## src/rtl/aes_pkg.sv

```systemverilog
// Shared AES-128 constants, key-schedule FSM state type and round-constant lookup.
package aes_pkg;

    localparam int AES_NR   = 10;
    localparam int AES_BLK  = 128;
    localparam int AES_RK_W = 1408;

    typedef enum logic [1:0] {
        ST_IDLE,
        ST_EXPAND,
        ST_DONE
    } ks_state_e;

    function automatic logic [7:0] rcon(input logic [3:0] i);
        case (i)
            4'd1:    return 8'h01;
            4'd2:    return 8'h02;
            4'd3:    return 8'h04;
            4'd4:    return 8'h08;
            4'd5:    return 8'h10;
            4'd6:    return 8'h20;
            4'd7:    return 8'h40;
            4'd8:    return 8'h80;
            4'd9:    return 8'h1b;
            4'd10:   return 8'h36;
            default: return 8'h00;
        endcase
    endfunction

endpackage

```

## src/rtl/aes_sbox.sv

```systemverilog
// Combinational AES forward S-box, one byte in, one byte out.
module aes_sbox (
    input  logic [7:0] a,
    output logic [7:0] y
);

    // Entry 0 sits in the top byte, so entry a lives at byte offset 255-a == ~a.
    localparam logic [2047:0] SBOX = {
        128'h637c777bf26b6fc53001672bfed7ab76, 128'hca82c97dfa5947f0add4a2af9ca472c0,
        128'hb7fd9326363ff7cc34a5e5f171d83115, 128'h04c723c31896059a071280e2eb27b275,
        128'h09832c1a1b6e5aa0523bd6b329e32f84, 128'h53d100ed20fcb15b6acbbe394a4c58cf,
        128'hd0efaafb434d338545f9027f503c9fa8, 128'h51a3408f929d38f5bcb6da2110fff3d2,
        128'hcd0c13ec5f974417c4a77e3d645d1973, 128'h60814fdc222a908846eeb8145ede0bdb,
        128'he0323a0a4906245cc2d3ac629195e479, 128'he7c8376d8dd54ea96c56f4ea657aae08,
        128'hba78252e1ca6b4c6e8dd741f4bbd8b8a, 128'h703eb5664803f60e613557b986c11d9e,
        128'he1f8981169d98e949b1e87e9ce5528df, 128'h8ca1890dbfe6426841992d0fb054bb16
    };

    assign y = SBOX[{~a, 3'b000} +: 8];

endmodule

```

## src/rtl/aes_key_expansion_seq.sv

```systemverilog
// Iterative AES-128 key schedule: one round key per clock into an 11-slot register file.
//   state     | meaning
//   ST_IDLE   | after reset, nothing loaded
//   ST_EXPAND | generating slot rnd from slot rnd-1
//   ST_DONE   | all eleven slots valid and held
module aes_key_expansion_seq
    import aes_pkg::*;
#(
    parameter int NR = AES_NR
) (
    input  logic                  clk,
    input  logic                  reset,
    input  logic                  kld,
    input  logic [AES_BLK-1:0]    key_in,
    output logic [0:AES_RK_W-1]   round_keys,
    output logic                  keys_valid,
    output logic                  busy
);

    ks_state_e          state;
    logic [3:0]         rnd;
    logic [AES_BLK-1:0] slot [0:AES_NR];

    logic [AES_BLK-1:0] prev_key;
    logic [AES_BLK-1:0] next_key;
    logic [31:0]        rot_w;
    logic [31:0]        sub_w;
    logic [31:0]        t_w;
    logic [31:0]        n0, n1, n2, n3;

    // Single shared round step; rnd always points at the slot being written.
    assign prev_key = slot[rnd - 4'd1];
    assign rot_w    = {prev_key[23:0], prev_key[31:24]};

    for (genvar b = 0; b < 4; b++) begin : g_subword
        aes_sbox u_sbox (
            .a (rot_w[8*b +: 8]),
            .y (sub_w[8*b +: 8])
        );
    end

    assign t_w      = sub_w ^ {rcon(rnd), 24'h0};
    assign n0       = prev_key[127:96] ^ t_w;
    assign n1       = prev_key[95:64]  ^ n0;
    assign n2       = prev_key[63:32]  ^ n1;
    assign n3       = prev_key[31:0]   ^ n2;
    assign next_key = {n0, n1, n2, n3};

    always_ff @(posedge clk or posedge reset) begin
        if (reset) begin
            state      <= ST_IDLE;
            rnd        <= 4'd0;
            keys_valid <= 1'b0;
            busy       <= 1'b0;
            for (int i = 0; i <= AES_NR; i++) slot[i] <= '0;
        end else if (kld) begin
            slot[0]    <= key_in;
            rnd        <= 4'd1;
            state      <= ST_EXPAND;
            keys_valid <= 1'b0;
            busy       <= 1'b1;
        end else begin
            case (state)
                ST_EXPAND: begin
                    slot[rnd] <= next_key;
                    if (rnd == 4'(NR)) begin
                        state      <= ST_DONE;
                        keys_valid <= 1'b1;
                        busy       <= 1'b0;
                    end else begin
                        rnd <= rnd + 4'd1;
                    end
                end
                default: ;
            endcase
        end
    end

    // Slot i occupies [128*i : 128*i+127] with its MSB at the lowest index.
    for (genvar s = 0; s <= AES_NR; s++) begin : g_pack
        assign round_keys[AES_BLK*s +: AES_BLK] = slot[s];
    end

endmodule

```

## config.mk

```make
export PLATFORM = sky130hd
export DESIGN_NAME = aes_key_expansion_seq
export DESIGN_NICKNAME = d
export VERILOG_FILES = /design/src/rtl/aes_pkg.sv /design/src/rtl/aes_sbox.sv /design/src/rtl/aes_key_expansion_seq.sv
export SDC_FILE = /design/constraint.sdc
export NUM_CORES = 2
export LEC_CHECK = 0
export BUFFER_PORTS_ARGS = -buffer_cell sky130_fd_sc_hd__buf_2
export CORE_AREA = 5 5 591 593
export CTS_CLUSTER_SIZE = 8
export DETAILED_ROUTE_END_ITERATION = 12
export DIE_AREA = 0 0 596 598
export SYNTH_ARGS = -nofsm -noshare
export SYNTH_HDL_FRONTEND = slang
export SYNTH_HIERARCHICAL = 1
export SYNTH_SLANG_ARGS = --single-unit
```

## constraint.sdc

```tcl
create_clock -name clk -period 56.4 [get_ports clk]
set_input_delay 5.64 -clock clk [delete_from_list [all_inputs] [get_ports clk]]
set_output_delay 5.64 -clock clk [all_outputs]
set_load 0.02 [all_outputs]
```

# After elaboration in Yosys (flattened, before gate mapping)
# Memories as Yosys holds them, arrays and structs flattened.
# Cells that the tools add are included.
# totals
ff_bits,1416
rom_bits,128
word_cells,66
memories,1
# memory_table
name,words,width,rd,rd_ports_with_merged_regs,wr,line,rtl
(no name shown),16,8,1,0,0,aes_pkg.sv:15,case (i)
# op_classes
addsub,2
magnitude_cmp,3
eq_ne,3
shifts,4
muxes,20
bitwise_logic,12
n_reduce_logical,6
# op_table
operator,n
2048-bit by 12-bit indexed part select with 8-bit output (first input constant),4
1408-bit bitwise mux,1
1408-bit 2-to-1 mux,1
128-bit binary-select mux with 4-bit select,1
128-bit demux with 4-bit select,1
128-bit 2-to-1 mux,4
32-bit XOR,5
8-bit NOT,4
4-bit 2-to-1 mux,3
5-bit greater-or-equal comparator (second input constant),2
4-bit NOT with 5-bit output,2
1-bit 2-to-1 mux,6
2-bit 2-to-1 mux,3
2-bit AND reduction,3
5-bit by 1-bit less-than comparator with 1-bit output (second input constant),1
4-bit by 1-bit adder with 4-bit output (second input constant),1
4-bit equality test (second input constant),1
2-bit nonzero test,2
4-bit by 1-bit subtractor with 4-bit output (second input constant),1
2-bit by 1-bit equality test with 1-bit output (second input constant),1
2-bit inequality test (second input constant),1
1-bit logical AND,1
1-bit NOT,1

# Depth between registers and ports, before layout
# logic_depth
depth_word,15
mapped_depth,35
ltp_nobuf,20

# Cells and area by module
# Netlist, hierarchy kept.
# modules_own_cells
mod,n_inst,cells_per_inst,area_per_inst_um2,seq_area_each_um2
aes_key_expansion_seq,1,6515,66550.1,35383.9
aes_sbox,4,541,3194.3,0.0

# Least setup slack after synthesis
# Ideal clock, no wire load.
# synth_path
path_type,reg-to-reg
start,register rnd[0]
end,register slot (netlist bit round_keys[197])
setup_ns,0.125
t_arrival_ns,7.341
setup_slack_ns,48.934
path_stages_with_launch,34
path_cell_list,dfrtp_1 > buf_6 > buf_6 > buf_6 > buf_6 > buf_6 > buf_6 > buf_6 > inv_1 > ha_1 > buf_2 > buf_4 > buf_2 > clkbuf_1 > clkbuf_1 > mux4_2 > mux2i_1 > o22ai_1 > buf_2 > inv_1 > ha_1 > or2_2 > clkbuf_2 > a31oi_1 > o221ai_1 > a41oi_1 > nor4_1 > or3_1 > xnor2_1 > xnor2_2 > xor2_2 > xnor2_1 > buf_2 > mux2_2
# synth_between
elab_chain_len,12
# synth_rtl
element,line,rtl
from (decl),aes_key_expansion_seq.sv:21,logic [3:0] rnd;
from (signal assigned),aes_key_expansion_seq.sv:71,rnd <= rnd + 4'd1;
4-bit by 1-bit subtractor with 4-bit output,aes_key_expansion_seq.sv:32,assign prev_key = slot[rnd - 4'd1];
4-bit NOT with 5-bit output (not written as such),aes_key_expansion_seq.sv:32,
128-bit binary-select mux with 4-bit select,aes_key_expansion_seq.sv:32,
128-bit 2-to-1 mux (not written as such) (2 in a row),aes_key_expansion_seq.sv:32,
net prev_key[17],aes_key_expansion_seq.sv:24,logic [AES_BLK-1:0] prev_key;
8-bit NOT,aes_sbox.sv:19,"assign y = SBOX[{~a, 3'b000} +: 8];"
2048-bit by 12-bit indexed part select with 8-bit output,aes_sbox.sv:19,
net sub_w[26],aes_key_expansion_seq.sv:27,logic [31:0] sub_w;
32-bit XOR,aes_key_expansion_seq.sv:42,"assign t_w = sub_w ^ {rcon(rnd), 24'h0};"
32-bit XOR,aes_key_expansion_seq.sv:43,assign n0 = prev_key[127:96] ^ t_w;
32-bit XOR,aes_key_expansion_seq.sv:44,assign n1 = prev_key[95:64] ^ n0;
32-bit XOR,aes_key_expansion_seq.sv:45,assign n2 = prev_key[63:32] ^ n1;
1408-bit bitwise mux,aes_key_expansion_seq.sv:65,slot[rnd] <= next_key;
"to (signal, indexed assignment)",aes_key_expansion_seq.sv:65,
to (decl),aes_key_expansion_seq.sv:22,logic [AES_BLK-1:0] slot [0:AES_NR];
# The timed path passes the listed nets, and every way through them passes these cells. The select of a mux whose other input is x is not followed.
# A chain may end at the register's enable or synchronous reset.

# Final worst setup path
# layout_path
start,register rnd[0]
end,register slot (netlist bit round_keys[99])
# layout_between
elab_chain_len,15
# layout_rtl
element,line,rtl
4-bit by 1-bit subtractor with 4-bit output,aes_key_expansion_seq.sv:32,
4-bit NOT with 5-bit output (not written as such),aes_key_expansion_seq.sv:32,
128-bit binary-select mux with 4-bit select,aes_key_expansion_seq.sv:32,
128-bit 2-to-1 mux (not written as such) (2 in a row),aes_key_expansion_seq.sv:32,
net prev_key[18],aes_key_expansion_seq.sv:24,
8-bit NOT,aes_sbox.sv:19,
2048-bit by 12-bit indexed part select with 8-bit output,aes_sbox.sv:19,
net sub_w[28],aes_key_expansion_seq.sv:27,
32-bit XOR,aes_key_expansion_seq.sv:42,
32-bit XOR,aes_key_expansion_seq.sv:43,
32-bit XOR,aes_key_expansion_seq.sv:44,
32-bit XOR,aes_key_expansion_seq.sv:45,
32-bit XOR,aes_key_expansion_seq.sv:46,assign n3 = prev_key[31:0] ^ n2;
1408-bit bitwise mux,aes_key_expansion_seq.sv:65,
1408-bit 2-to-1 mux,aes_key_expansion_seq.sv:63,case (state)
128-bit 2-to-1 mux,aes_key_expansion_seq.sv:56,end else if (kld) begin
# The timed path passes the listed nets, and every way through them passes these cells. The select of a mux whose other input is x is not followed.

==> flow_metrics.py <==
metrics = {
    "outcome": {
        "outcome": "complete, but fails checks",
        "violations": "max-capacitance violations, max-slew violations",
    },
    "timing": {
        "setup_viol": 0,
        "final_max_slew_viol_count": 2,
        "hold_ws_ns": 0.492,
        "skew_ns": 0.130,
        "rsz0062_at_grt": "false",
        "tightest_slew_ns": 1.54,
        "maxSlewHeadroom_pct": -4.43,
        "min_period_ns": 10.12,
        "hold_viol": 0,
        "setup_tns_ns": 0,
        "fmax_mhz": 98.8,
        "fin_crit_sh_pct": 18.0,
    },
    "clock_network": {
        "path_clk_slew_ns": 0.06,
        "clk-insertion-delay-late_ns": 0.94,
        "cts_max_level": 4,
        "root_buffer": "clkbuf_16",
        "cts.sinks": 1414,
        "postCtsSetupBuffers": 0,
        "cts_buffer_depth": 4,
        "cts_resized": 0,
        "cts-hold-fix-buffers": 0,
        "cts_tree": "yes",
        "numCtsBuffers": 204,
    },
    "critical_path": {
        "crit_arrival_ns": 10.81,
        "max_stage_delay_ns": 1.00,
        "r2r_setup_slack_ns": 46.28,
        "r2r_start": "rnd[0]",
        "cp_common_cell": "buf_4",
        "required_ns": 57.09,
        "crit_slowest_cell": "xnor2_1",
        "endpoint_kind": "flip-flop",
        "ff2ff_path_depth": 22,
        "cpLargestDelayFamily": "buffers and inverters",
        "rr_endpoint": "round_keys[99]",
        "crit_type": "flip-flop to flip-flop",
        "path_max_fanout": 63,
        "path_cells": "inv_1 > ha_4 > buf_4 > buf_4 > mux4_2 > mux2i_1 > o22ai_4 > buf_4 > nand2b_1 > nand2_1 > a2111oi_0 > or3_1 > o22ai_1 > buf_4 > xor2_1 > xnor2_1 > xnor2_2 > buf_4 > xnor2_2 > buf_4 > xor2_1 > o221ai_1",
        "path_buf_inv": 7,
        "worst_setup_path_start_kind": "flip-flop",
    },
    "min_path": {
        "hold_end": "round_keys[1182]",
        "hold_path.class": "flip-flop to flip-flop",
        "holdPathStages": 2,
        "hp-start": "round_keys[1182]",
    },
    "logic_synthesis": {
        "syn_nets": 8873,
        "netlist_area_um2": 79300,
        "synth_mux_area_share_pct": 12.1,
        "synth-simple-area-share_pct": 14.9,
        "synth-adder-area-share_pct": 0.994,
        "netlist_instances": 8679,
        "synth_compound_area_share_pct": 19.6,
        "synthFlopType": "dfrtp_1",
        "synth_edf_count": 0,
        "synth_top_family_by_area": "compound AO/OA/AOI/OAI gates",
        "avgSynthCellArea_um2": 9.14,
        "synthArstFlopShare_pct": 100,
        "ys_types": 83,
        "synth_seq_cells": 1414,
        "ys_seq_area_share_pct": 44.6,
        "ys_warn_count": 6,
        "yosys.area_share.xor_xnor_pct": 2.26,
    },
    "grt": {
        "grt_usage_pct": 28.6,
        "grt_pass1_wl_um": 705000,
        "grt_pass1_vias": 74300,
        "grt-ovfl-total": 0,
        "antenna_found_initial": 66,
        "grt_max_degree": 136,
    },
    "routing": {
        "drt_wl_total_um": 535000,
        "route.detailed.drc": 0,
        "ant_nets": 0,
        "vias": 78900,
        "drt-vias-per-instance": 5.46,
        "wire_per_inst_um": 37.0,
        "dr.pass1.iters": 8,
        "drtIter0Drc": 9649,
    },
    "floorplanning": {
        "die_area_um2": 356000,
        "initial_utilization_pct": 23.1,
        "rows": 216,
        "die_h_um": 598,
        "core_um2": 344000,
        "ios": 1541,
        "die_w_um": 596,
    },
    "placement": {
        "place_congestion": 0.998,
        "dpl-instance-area_um2": 91800,
        "dp.final_hpwl_um": 408000,
        "portBuffers": 1540,
    },
    "cells_and_area": {
        "fill_cells": 36600,
        "drive_gt1_share_pct": 26.7,
        "fin_nets": 10000,
        "syn_to_final_growth_pct": 22.8,
        "fin_area_um2": 97400,
    },
    "run": {
        "max_cap_viol_count": 1,
    },
}
==> final cells by class <==
type                       count  area [um^2]  share of cell area (%)
timing repair buffer        1807         9810                    10.1
antenna                       22         55.1                  0.0565
multi-input combinational   6326        40600                    41.7
tap                         4578         5730                    5.88
clock inverter                18          255                   0.262
sequential                  1414        35400                    36.3
inverter                      64          270                   0.277
clock buffer                 219         5290                    5.43
==> registers in the layout, summed over array words and instances, names as in the netlist <==
signal and flops:
keys_valid 1, rnd 4, round_keys 1408, state 1
==> cells in the mapped netlist (20+ instances only) <==
master,number,area (um^2)
a22o_1,41,359
buf_4,59,443
buf_2,212,1060
a32oi_1,24,210
nand2b_1,94,588
a221o_1,51,510
o311ai_0,24,210
a21oi_1,420,2100
o31ai_1,20,150
o21ai_1,157,786
nor3_1,68,340
buf_1,35,131
inv_1,51,191
nand2_1,1729,6490
nand3_1,156,781
nor2_1,391,1470
mux2_2,250,2820
or2_2,20,125
a211oi_1,74,556
dfrtp_1,1414,35400
xnor2_2,21,342
nor2b_1,97,607
mux2i_1,414,4140
a22oi_1,26,195
a311oi_1,78,683
a2111oi_0,68,596
o221ai_1,31,272
a31oi_1,64,400
and3_1,22,138
o211ai_1,44,330
buf_6,55,619
o21ai_0,1149,5750
mux4_2,116,2610
xnor2_1,83,727
o22ai_1,83,519
clkbuf_1,496,1860
ha_1,63,788
a221oi_1,37,324
xor2_1,71,622
nand4_1,39,244
a21o_1,48,360
==> worst register-to-register path, delay by kind of cell, from the launching register on <==
kind	cells	cell delay, ns
muxes	2	0.46
adders and majority gates	1	0.62
and+or+nand+nor	3	1.07
AOI/OAI and AO/OA	4	1.71
buffers and inverters	7	2.83
DFF	1	0.74
xor gates and xnor gates	5	2.51
==> per-stage QoR <==
step           setup WS (ns)  utilization, %  std cells
6_report               46.28            28.3      14400
5_1_grt                45.59            28.3      14400
4_1_cts                46.14            28.3      14400
3_5_place_dp           45.35            26.7      14200
3_3_place_gp           45.36            26.7      14200
2_1_floorplan          10.89               -       8679
==> worst max path at each step <==
stage / startpoint / end / slack [ns] / cells after the start
5_1_grt: reset / round_keys[258] / 45.59 / 8
6_report: rnd[0] / round_keys[99] / 46.28 / 22
3_3_place_gp: reset / round_keys[258] / 45.36 / 8
3_5_place_dp: reset / round_keys[386] / 45.35 / 8
4_1_cts: rnd[0] / round_keys[99] / 46.14 / 24
2_1_floorplan: reset / keys_valid / 10.89 / 1
==> cell families (layout without fill, tap and decap cells) <==
| group | Yosys count | count (layout) |
|---|---|---|
| flops | 1414 | 1414 |
| simple gates | 2734 | 2734 |
| other cells | 0 | 22 |
| mux | 780 | 780 |
| buf+inv | 939 | 2108 |
| xor+xnor | 180 | 180 |
| compound gates | 2569 | 2569 |
| fa+ha+maj | 63 | 63 |
==> metal layers <==
layer / up-vias / GRT usage [%] / wire length (um)
met5: - / 0 / 70
met4: 10 / 17.8 / 41300
met3: 1075 / 8.47 / 53700
met2: 5028 / 43.9 / 234000
met1: 39700 / 35.3 / 206000
li1: 33100 / - / -
==> layout by cell type, fill, tap and decap left out, types with 116 or more instances in the layout <==
master	count
nor2_1	387
buf_2	1539
o21ai_0	1143
nand2_1	1722
buf_4	259
o21ai_1	160
dfrtp_1	1413
mux4_2	116
mux2_2	250
clkbuf_16	208
mux2i_1	414
a21oi_1	418
nand3_1	152
Power is left out: the tool's default activity adds up to more than one toggle a clock period on the data nets, which glitch-free logic cannot reach.
